**src/rtl/seg_capture.sv**
```systemverilog
// seg_capture: samples a multiplexed active-low 7-segment bus,
// debounces each digit and returns complete hex frames over valid/ready.
module seg_capture #(
  parameter int NUM_DIGITS    = 8,
  parameter int STABLE_CYCLES = 4
) (
  input  logic                    clk,
  input  logic                    rst_n,
  input  logic [6:0]              seg_in,
  input  logic [NUM_DIGITS-1:0]   an_in,
  output logic [4*NUM_DIGITS-1:0] data_out,
  output logic                    out_valid,
  input  logic                    out_ready,
  output logic                    err_pattern,
  output logic                    overrun
);

  localparam int CW = $clog2(STABLE_CYCLES + 1);
  localparam int DW = 4 * NUM_DIGITS;
  localparam logic [CW-1:0] CMAX = CW'(STABLE_CYCLES);

  logic [NUM_DIGITS-1:0] an_q;
  logic [6:0]            seg_q;
  logic [CW-1:0]         cnt_q, cnt_d;
  logic                  acc_q, acc_d;
  logic                  fdone_q, fdone_d;
  logic [DW-1:0]         shadow_q, shadow_d;
  logic [NUM_DIGITS-1:0] seen_q, seen_d;
  logic [DW-1:0]         data_q, data_d;
  logic                  valid_q, valid_d;
  logic                  err_q, err_d;
  logic                  ovr_q, ovr_d;

  logic [NUM_DIGITS-1:0] sel_in;
  logic [NUM_DIGITS-1:0] sel_q;
  logic                  legal;
  logic                  same;
  logic [3:0]            nib;
  logic                  code_ok;

  assign sel_in = ~an_in;
  assign sel_q  = ~an_q;
  assign legal  = (sel_in != '0) &&
                  ((sel_in & (sel_in - 1'b1)) == '0);
  assign same   = (an_in == an_q) && (seg_in == seg_q);

  // Accept fires only on the edge the run length reaches the limit.
  always_comb begin
    cnt_d = '0;
    acc_d = 1'b0;
    if (legal) begin
      if (same)
        cnt_d = (cnt_q == CMAX) ? CMAX : cnt_q + CW'(1);
      else
        cnt_d = CW'(1);
      acc_d = (cnt_d == CMAX) && !(same && cnt_q == CMAX);
    end
  end

  always_comb begin
    nib     = 4'h0;
    code_ok = 1'b1;
    unique case (seg_q)
      7'h40:   nib = 4'h0;
      7'h79:   nib = 4'h1;
      7'h24:   nib = 4'h2;
      7'h30:   nib = 4'h3;
      7'h19:   nib = 4'h4;
      7'h12:   nib = 4'h5;
      7'h02:   nib = 4'h6;
      7'h78:   nib = 4'h7;
      7'h00:   nib = 4'h8;
      7'h10:   nib = 4'h9;
      7'h08:   nib = 4'hA;
      7'h03:   nib = 4'hB;
      7'h46:   nib = 4'hC;
      7'h21:   nib = 4'hD;
      7'h06:   nib = 4'hE;
      7'h0E:   nib = 4'hF;
      default: code_ok = 1'b0;
    endcase
  end

  // The sample regs still hold the accepted pair on the accept edge.
  always_comb begin
    shadow_d = shadow_q;
    seen_d   = fdone_q ? '0 : seen_q;
    err_d    = acc_q && !code_ok;
    if (acc_q && code_ok) begin
      for (int i = 0; i < NUM_DIGITS; i++) begin
        if (sel_q[i]) begin
          shadow_d[4*i +: 4] = nib;
          seen_d[i]          = 1'b1;
        end
      end
    end
    fdone_d = acc_q && code_ok && (&seen_d);
  end

  always_comb begin
    data_d  = data_q;
    valid_d = valid_q;
    ovr_d   = 1'b0;
    if (fdone_q) begin
      if (!valid_q || out_ready) begin
        data_d  = shadow_q;
        valid_d = 1'b1;
      end else begin
        ovr_d = 1'b1;
      end
    end else if (valid_q && out_ready) begin
      valid_d = 1'b0;
    end
  end

  always_ff @(posedge clk) begin
    if (!rst_n) begin
      an_q     <= '1;
      seg_q    <= 7'h7F;
      cnt_q    <= '0;
      acc_q    <= 1'b0;
      fdone_q  <= 1'b0;
      shadow_q <= '0;
      seen_q   <= '0;
      data_q   <= '0;
      valid_q  <= 1'b0;
      err_q    <= 1'b0;
      ovr_q    <= 1'b0;
    end else begin
      an_q     <= an_in;
      seg_q    <= seg_in;
      cnt_q    <= cnt_d;
      acc_q    <= acc_d;
      fdone_q  <= fdone_d;
      shadow_q <= shadow_d;
      seen_q   <= seen_d;
      data_q   <= data_d;
      valid_q  <= valid_d;
      err_q    <= err_d;
      ovr_q    <= ovr_d;
    end
  end

  assign data_out    = data_q;
  assign out_valid   = valid_q;
  assign err_pattern = err_q;
  assign overrun     = ovr_q;

endmodule

```
**config.mk**
```make
export PLATFORM = sky130hd
export DESIGN_NAME = seg_capture
export DESIGN_NICKNAME = d
export VERILOG_FILES = /design/src/rtl/seg_capture.sv
export SDC_FILE = /design/constraint.sdc
export NUM_CORES = 1
export LEC_CHECK = 0
export CAP_MARGIN = 0
export CELL_PAD_IN_SITES_DETAIL_PLACEMENT = 1
export CELL_PAD_IN_SITES_GLOBAL_PLACEMENT = 1
export CORE_MARGIN = 4
export CORE_UTILIZATION = 35
export DETAILED_ROUTE_END_ITERATION = 16
export GPL_ROUTABILITY_DRIVEN = 0
export PLACE_DENSITY_LB_ADDON = 0.1
export SLEW_MARGIN = 20
export SYNTH_ARGS = -nofsm -noshare
export SYNTH_HDL_FRONTEND = slang
export SYNTH_SLANG_ARGS = --single-unit
```
**constraint.sdc**
```tcl
create_clock -name clk -period 2.6 [get_ports clk]
set_input_delay 0.39 -clock clk [delete_from_list [all_inputs] [get_ports clk]]
set_output_delay 0.39 -clock clk [all_outputs]
set_load 0.1 [all_outputs]
```
==> results.yml, run 1 <==
worst_setup_path:
  crit_path_start_kind: "flop"
  crit_path_max_fanout: 17
  critPathCaptureType: "flop"
  arrival_ps: 2630
  crit_type: "reg2reg"
  cp_data_required_time_ps: 2840
place:
  post-place-ws_ps: 262.6
  port_buffers: 52
  dpl.cell_count: 622
  dpl_cell_area_mm2: 0.004790
  hpwl_um: 7110
timing:
  setup_violations: 0
  hold_violations: 0
  fin_crit_ps: 2390
  rsz0062_at_grt: "false"
  skew_ps: 4.062
  max_freq_mhz: 418.4
  fin_ws_ps: 210.0
  period_share_pct: 91.92
  drv_slew: 0
  setup-tns-final_ps: 0
  whs_ps: 396.4
  relSlewSlack_pct: 50.81
  max_slew.worst_pin.slew_ps: 737.8
drt:
  vias: 3243
  wirelength_um: 10010
  dr.first_iter.drc_count: 139
  via_per_inst: 5.083
  wl_per_cell_um: 15.68
  drc_errors: 0
  drtAntennaViolNets: 0
  drt_pre_antenna_iters: 4
final_layout:
  final_cell_mix: "100 x nand2_1, 95 x dfxtp_1, 44 x buf_4, 32 x a21boi_0, 25 x mux2i_1"
  fin_area_mm2: 0.005101
  final_util_pct: 43.92
  layoutNonFillerInstCount: 638
  area_growth_pct: 20.76
  nets: 510
  seq_area_mm2: 0.001902
  drive_above_1_share_pct: 14.95
  diodes: 0
  mostFrequentLayoutCell: "nand2_1"
  multi_input_area_mm2: 0.002125
  fill_cells: 1297
cts:
  numCtsBuffers: 9
  htreeDepth: 3
  clockBufferDepth: 2
  insertion_delay_ps: 350
  post_cts_buffers: 0
  clock_sinks: 95
  cts_hold_buffers: 0
  cts_resized: 0
  clk_pin_slew_ps: 60
  root_buffer: "clkbuf_16"
  cts_tree: "done"
floorplanning:
  core.rowCount: 39
  start_util_pct: 36.37
  core_mm2: 0.01161
  pin_count: 53
  die_h_um: 117.9
  die_w_um: 117.9
  fp.dieArea_mm2: 0.01389
grt:
  antenna_found_initial: 0
  grt_overflow: 0
  grt_pass1_wl_um: 17550
  grt_max_degree: 80
  grt_use_total_pct: 15.42
  grt_pass1_vias: 3455
synth:
  synthAdderAreaFrac_pct: 0.8294
  async_flop_share_pct: 0
  synth_cell_types: 53
  avgSynthCellArea_um2: 9.514
  synth_warnings: 0
  ys_seq_area_share_pct: 45.02
  synth-xor-area-share_pct: 3.525
  synthesis.area_mm2: 0.004224
  synth-seq-cells: 95
  synthesis.instances: 444
  synth_mux_area_share_pct: 5.924
  synth_top_family_by_area: "compound AO/OA/AOI/OAI gates"
  synth_ff_type: "dfxtp_1"
  synth_edf_count: 0
  synth-compound-area-share_pct: 20.17
  yosys.area_share.simple_pct: 19.79
  synth_nets: 464
power_and_ir_drop:
  p_total_mw: 3.020
  powerDensity_mw_per_mm2: 592.1
  p_leak_nw: 1.843
  max-vdd-ir-drop_uv: 247.0
run:
  cap_viol_max_count: 0
min_path:
  hp-class: "in2reg"
status:
  status: "finished clean"
metal layers:
metal  up-vias  routed length [um]  global-route usage (%)
met4         0                 215                   6.447
met1      1550                4919                   19.93
met3        13                 351                   3.844
met5         -                   0                       0
met2        54                4520                   24.54
li1       1626                   -                       -
cells in the mapped netlist (8+ instances only):
master      n  area [um2]
o221a_1     8       90.09
xor2_1     12       105.1
inv_1      13       48.80
nand2b_1   18       112.6
nand2_1   100       375.4
clkbuf_1   17       63.81
mux2i_1    25       250.2
a21boi_0   32       240.2
a311oi_4    8       210.2
o21a_1     11       82.58
dfxtp_1    95        1902
o21ai_0    10       50.05
nor2b_1    11       68.82
final timing paths:
check,from,end,slack [ps],depth (start not counted)
worst max-delay path,seg_q[0],shadow_q[18],210,6
worst min-delay path,rst_n,an_q[2],400,2
worst max register to register,seg_q[0],shadow_q[18],210,6
worst min register to register,shadow_q[3],shadow_q[3],460,2
sequential cells by signal, indices dropped and copies added, names as in the netlist:
signal       flops
data_out        32
shadow_q        32
an_q             8
seen_q           8
seg_q            7
cnt_q            3
acc_q            1
err_pattern      1
fdone_q          1
out_valid        1
overrun          1
worst max-delay path: stages (launching register included):
cell and delay (ps):
dfxtp_1 710, nor4b_2 370, a22oi_1 160, o311a_1 180
buf_12 170, a211o_1 390, o221a_1 290
cell type report:
cell class | instances | share of cell area [%]
well taps | 143 | 3.507
clock inverters | 2 | 0.7358
inverters | 13 | 0.9566
flip-flops and latches | 95 | 37.28
clock buffers | 14 | 5.372
repair buffers | 63 | 10.50
multi-input cells | 308 | 41.65
report_power, final:
group	internal, mW	total (mW)	switching [mW]
clock network	0.826	1.38	0.555
logic	0.0691	0.134	0.0645
registers	1.47	1.51	0.0391
kinds of logic after synthesis:
| logic type | after synthesis |
|---|---|
| and+or+nand+nor | 171 |
| buffers and inverters | 41 |
| DFF | 95 |
| muxes | 25 |
| xor gates and xnor gates | 17 |
| adders and majority gates | 3 |
| AOI/OAI and AO/OA | 92 |
Note: power is estimated with default switching activity, not from simulation.
==> inputs of run 2 (changes only) <==
--- a/config.mk
+++ b/config.mk
@@ -9,10 +9,11 @@
 export CELL_PAD_IN_SITES_DETAIL_PLACEMENT = 1
 export CELL_PAD_IN_SITES_GLOBAL_PLACEMENT = 1
 export CORE_MARGIN = 4
-export CORE_UTILIZATION = 35
+export CORE_UTILIZATION = 42
 export DETAILED_ROUTE_END_ITERATION = 16
 export GPL_ROUTABILITY_DRIVEN = 0
 export PLACE_DENSITY_LB_ADDON = 0.1
+export SKIP_CTS_REPAIR_TIMING = 1
 export SLEW_MARGIN = 20
 export SYNTH_ARGS = -nofsm -noshare
 export SYNTH_HDL_FRONTEND = slang
==> results.yml, run 2 (same netlist as run 1, synthesis figures left out) <==
status:
  status: "finished clean"
cts:
  numCtsBuffers: 9
  clock_sinks: 95
  clk_pin_slew_ps: 90
  htreeDepth: 3
  root_buffer: "clkbuf_8"
  clockBufferDepth: 2
  cts_tree: "done"
  insertion_delay_ps: 360
power_and_ir_drop:
  max-vdd-ir-drop_uv: 199.7
  p_leak_nw: 1.787
  comb_power_share_pct: 5.5
  clockPowerShare_pct: 35.2
  powerDensity_mw_per_mm2: 510.1
  switching_share_pct: 25.14
  switchingPower_mw: 0.6368
  p_int_mw: 1.897
  sequentialPowerShare_pct: 59.3
floorplanning:
  core_mm2: 0.009774
  pin_count: 53
  start_util_pct: 43.22
  core.rowCount: 36
  die_h_um: 108.3
  die_w_um: 108.3
  fp.dieArea_mm2: 0.01173
drt:
  top_layer: "met4"
  dr.first_iter.drc_count: 87
  wl_per_cell_um: 15.67
  wl_met3_um: 321
  via_per_inst: 5.208
  drc_errors: 0
  wl_met1_um: 4709
  drt_pre_antenna_iters: 5
  wl_met2_um: 4651
  wirelength_um: 9870
  drtAntennaViolNets: 0
  vias: 3281
place:
  dpl.cell_count: 614
  port_buffers: 52
  hpwl_um: 7132
min_path:
  hold_end: "an_q[0]"
  hp-class: "in2reg"
  worstHoldStart: "rst_n"
  hold_depth: 2
timing:
  period_share_pct: 90.06
  drv_slew: 0
  setup_violations: 0
  hold_violations: 0
  max_freq_mhz: 427.1
  relSlewSlack_pct: 50.37
  rsz0062_at_grt: "false"
  max_slew.worst_pin.slew_ps: 744.5
  fin_crit_ps: 2342
  skew_ps: 6.833
  setup-tns-final_ps: 0
worst_setup_path:
  crit_path_max_fanout: 13
  r2r-end: "shadow_q[20]"
  crit_path_start_kind: "flop"
  crit_type: "reg2reg"
  r2r-start: "seg_q[3]"
  ff2ff_setup_slack_ps: 260
  arrival_ps: 2630
  r2r_cells: 6
  cp_data_required_time_ps: 2890
  critPathCaptureType: "flop"
grt:
  grt_pass1_vias: 3407
  grt_use_total_pct: 17.80
  grt_pass1_wl_um: 16530
  grt_overflow: 0
  grt_max_degree: 69
  antenna_found_initial: 0
final_layout:
  nets: 512
  area_growth_pct: 17.57
  fill_cells: 1186
  drive_above_1_share_pct: 15.29
  mostFrequentLayoutCell: "nand2_1"
  layoutNonFillerInstCount: 630
  final_cell_mix: "100 x nand2_1, 95 x dfxtp_1, 46 x buf_4, 32 x a21boi_0, 25 x mux2i_1"
  diodes: 0
run:
  cap_viol_max_count: 0
run 2: final cells by class:
| cell class | instances | area (um2) | area share, % |
|---|---|---|---|
| Tap cell | 133 | 166.4 | 3.351 |
| Clock buffer | 11 | 131.4 | 2.646 |
| Timing Repair Buffer | 65 | 550.5 | 11.09 |
| Multi-Input combinational cell | 308 | 2125 | 42.78 |
| Inverter | 13 | 48.80 | 0.9826 |
| Clock inverter | 5 | 42.54 | 0.8566 |
| Sequential cell | 95 | 1902 | 38.30 |
run 2: worst max-delay path, cell delays in order, from the launching register on:
cell and delay, ps:
dfxtp_1 630, nor3b_1 290, o21ai_1 120, o21a_1 280, buf_4 240, a311oi_4 450
mux2i_1 250
run 2: per-layer routing:
layer | GRT usage, % | up-vias
li1 | - | 1635
met1 | 22.42 | 1579
met2 | 30.28 | 53
met3 | 2.866 | 14
met4 | 7.394 | 0
met5 | 0 | -
run 2: power groups by stage:
stage	sequential [mW]	combinational, mW	clock [mW]
final	1.50	0.139	0.892
after global routing	1.51	0.155	0.989
after detailed placement	1.54	0.141	0
after floorplan	1.52	0.0980	0
after global placement	1.54	0.138	0
after CTS	1.50	0.142	0.929
run 2: worst max path at each step:
stage	from	end	slack, ps	depth (start not counted)
final	seg_q[3]	shadow_q[20]	260	6
after CTS	seg_q[3]	shadow_q[10]	250	6
after floorplan	out_valid	data_out[10]	610	5
after global routing	seg_q[3]	shadow_q[20]	90	5
after detailed placement	seg_q[5]	shadow_q[26]	280	6
after global placement	seg_q[3]	shadow_q[10]	380	6
run 2: through the flow:
| stage | util (%) | worst slack [ps] | hold slack [ps] | cell area [um2] | total power, mW |
|---|---|---|---|---|---|
| after detailed placement | 49.03 | 281.9 | 448.2 | 4792 | 1.678 |
| after global placement | 49.03 | 378.3 | 446.7 | 4792 | 1.673 |
| final | 50.81 | 258.4 | 442.8 | 4966 | 2.533 |
| after floorplan | - | 609.4 | 435.0 | 4224 | 1.615 |
| after global routing | 50.81 | 89.83 | 477.9 | 4966 | 2.650 |
| after CTS | 50.81 | 245.4 | 433.4 | 4966 | 2.573 |
==> inputs of run 3 (changes only) <==
--- a/config.mk
+++ b/config.mk
@@ -8,7 +8,6 @@
 export CAP_MARGIN = 0
 export CELL_PAD_IN_SITES_DETAIL_PLACEMENT = 1
 export CELL_PAD_IN_SITES_GLOBAL_PLACEMENT = 1
-export CORE_MARGIN = 4
 export CORE_UTILIZATION = 42
 export DETAILED_ROUTE_END_ITERATION = 16
 export GPL_ROUTABILITY_DRIVEN = 0
==> results.yml, run 3 (same netlist as run 1, synthesis figures left out) <==
timing:
  drv_slew: 0
  relSlewSlack_pct: 49.23
  skew_ps: 8.677
  rsz0062_at_grt: "false"
  setup-tns-final_ps: 0
  hold_violations: 0
  period_share_pct: 89.97
  fin_crit_ps: 2339
  max_freq_mhz: 427.5
  max_slew.worst_pin.slew_ps: 761.5
  setup_violations: 0
worst_setup_path:
  r2r_cells: 6
  cp_data_required_time_ps: 2840
  cpMaxStageDelayCell: "dfxtp_1"
  ff2ff_setup_slack_ps: 260
  crit_type: "reg2reg"
  r2r-start: "seg_q[5]"
  path_buf_inv: 1
  arrival_ps: 2580
  r2r-end: "shadow_q[22]"
  crit_chain: "nor3b_1 > a22oi_1 > o311a_1 > buf_12 > a211o_1 > o221a_1"
  critPathCaptureType: "flop"
  crit_path_max_fanout: 13
  worst-path-stages: 6
  critPathTopFamily: "compound AO/OA/AOI/OAI gates"
  slowest_delay_ps: 640
  crit_path_start_kind: "flop"
final_layout:
  mostFrequentLayoutCell: "nand2_1"
  multi_input_area_mm2: 0.002125
  final_cell_mix: "100 x nand2_1, 95 x dfxtp_1, 47 x buf_4, 32 x a21boi_0, 25 x mux2i_1"
  seq_area_mm2: 0.001902
  fin_area_mm2: 0.005020
  diodes: 0
  fill_cells: 1148
  drive_above_1_share_pct: 15.66
  nets: 513
  area_growth_pct: 18.84
min_path:
  hp-class: "in2reg"
  hold_depth: 2
  hold_end: "data_out[4]"
  worstHoldStart: "rst_n"
cts:
  cts_tree: "done"
  insertion_delay_ps: 360
  clock_sinks: 95
  clk_pin_slew_ps: 100
  htreeDepth: 3
  numCtsBuffers: 9
  clockBufferDepth: 2
  root_buffer: "clkbuf_8"
status:
  status: "finished clean"
floorplanning:
  fp.dieArea_mm2: 0.01046
  start_util_pct: 43.22
  core.rowCount: 36
  die_w_um: 102.3
  pin_count: 53
  die_h_um: 102.3
  core_mm2: 0.009774
grt:
  grt_pass1_vias: 3257
  grt_overflow: 0
  grt_pass1_wl_um: 16430
  grt_max_degree: 81
  antenna_found_initial: 0
  grt_use_total_pct: 20.42
power_and_ir_drop:
  max-vdd-ir-drop_uv: 267.4
  powerDensity_mw_per_mm2: 541.9
  p_leak_nw: 1.812
place:
  hpwl_um: 6859
  port_buffers: 52
  dpl_cell_area_mm2: 0.004800
drt:
  drtAntennaViolNets: 0
  via_per_inst: 5.220
  drt_pre_antenna_iters: 4
  vias: 3294
  wirelength_um: 9736
  dr.first_iter.drc_count: 99
  wl_per_cell_um: 15.43
  drc_errors: 0
run:
  cap_viol_max_count: 0
[run 3: cell type report]
cell class                 instances  share of cell area, %
multi-input combinational        308                  42.32
sequential                        95                  37.89
clock inverter                     6                  1.844
timing repair buffer              66                  11.12
tap                              133                  3.315
clock buffer                      10                  2.542
inverter                          13                 0.9721
[run 3: report_power, final]
part / total, mW / internal (mW) / switching (mW)
sequential: 1.50 / 1.47 / 0.0351
combinational: 0.140 / 0.0703 / 0.0697
clock: 1.08 / 0.548 / 0.531
total: 2.72 / 2.08 / 0.636
[run 3: per-layer routing]
layer	share of wire, %	GRT usage [%]	vias to the layer above
met4	1.0	5.604	0
met1	47	26.69	1591
met3	3.2	3.762	9
li1	-	-	1633
met5	0	0	-
met2	49	34.49	61
[run 3: how the worst max path moves through the flow]
stage                         start  slack, ps      endpoint
after global routing       seg_q[0]        130  shadow_q[22]
after global placement     seg_q[0]        370  shadow_q[18]
final                      seg_q[5]        260  shadow_q[22]
after CTS                  seg_q[5]        250  shadow_q[22]
after detailed placement   seg_q[5]        290  shadow_q[22]
after floorplan           out_valid        610  data_out[10]
[run 3: per-stage QoR]
| step | total power, mW | hold WS, ps | instances | util [%] | setup WS (ps) |
|---|---|---|---|---|---|
| 2_1_floorplan | 1.615 | 435.0 | 444 | - | 609.4 |
| 3_3_place_gp | 1.672 | 447.4 | 615 | 49.10 | 365.7 |
| 3_5_place_dp | 1.677 | 448.6 | 615 | 49.10 | 286.9 |
| 4_1_cts | 2.759 | 417.5 | 631 | 51.36 | 248.6 |
| 5_1_grt | 2.839 | 412.2 | 631 | 51.36 | 126.3 |
| 6_report | 2.720 | 421.2 | 631 | 51.36 | 260.9 |
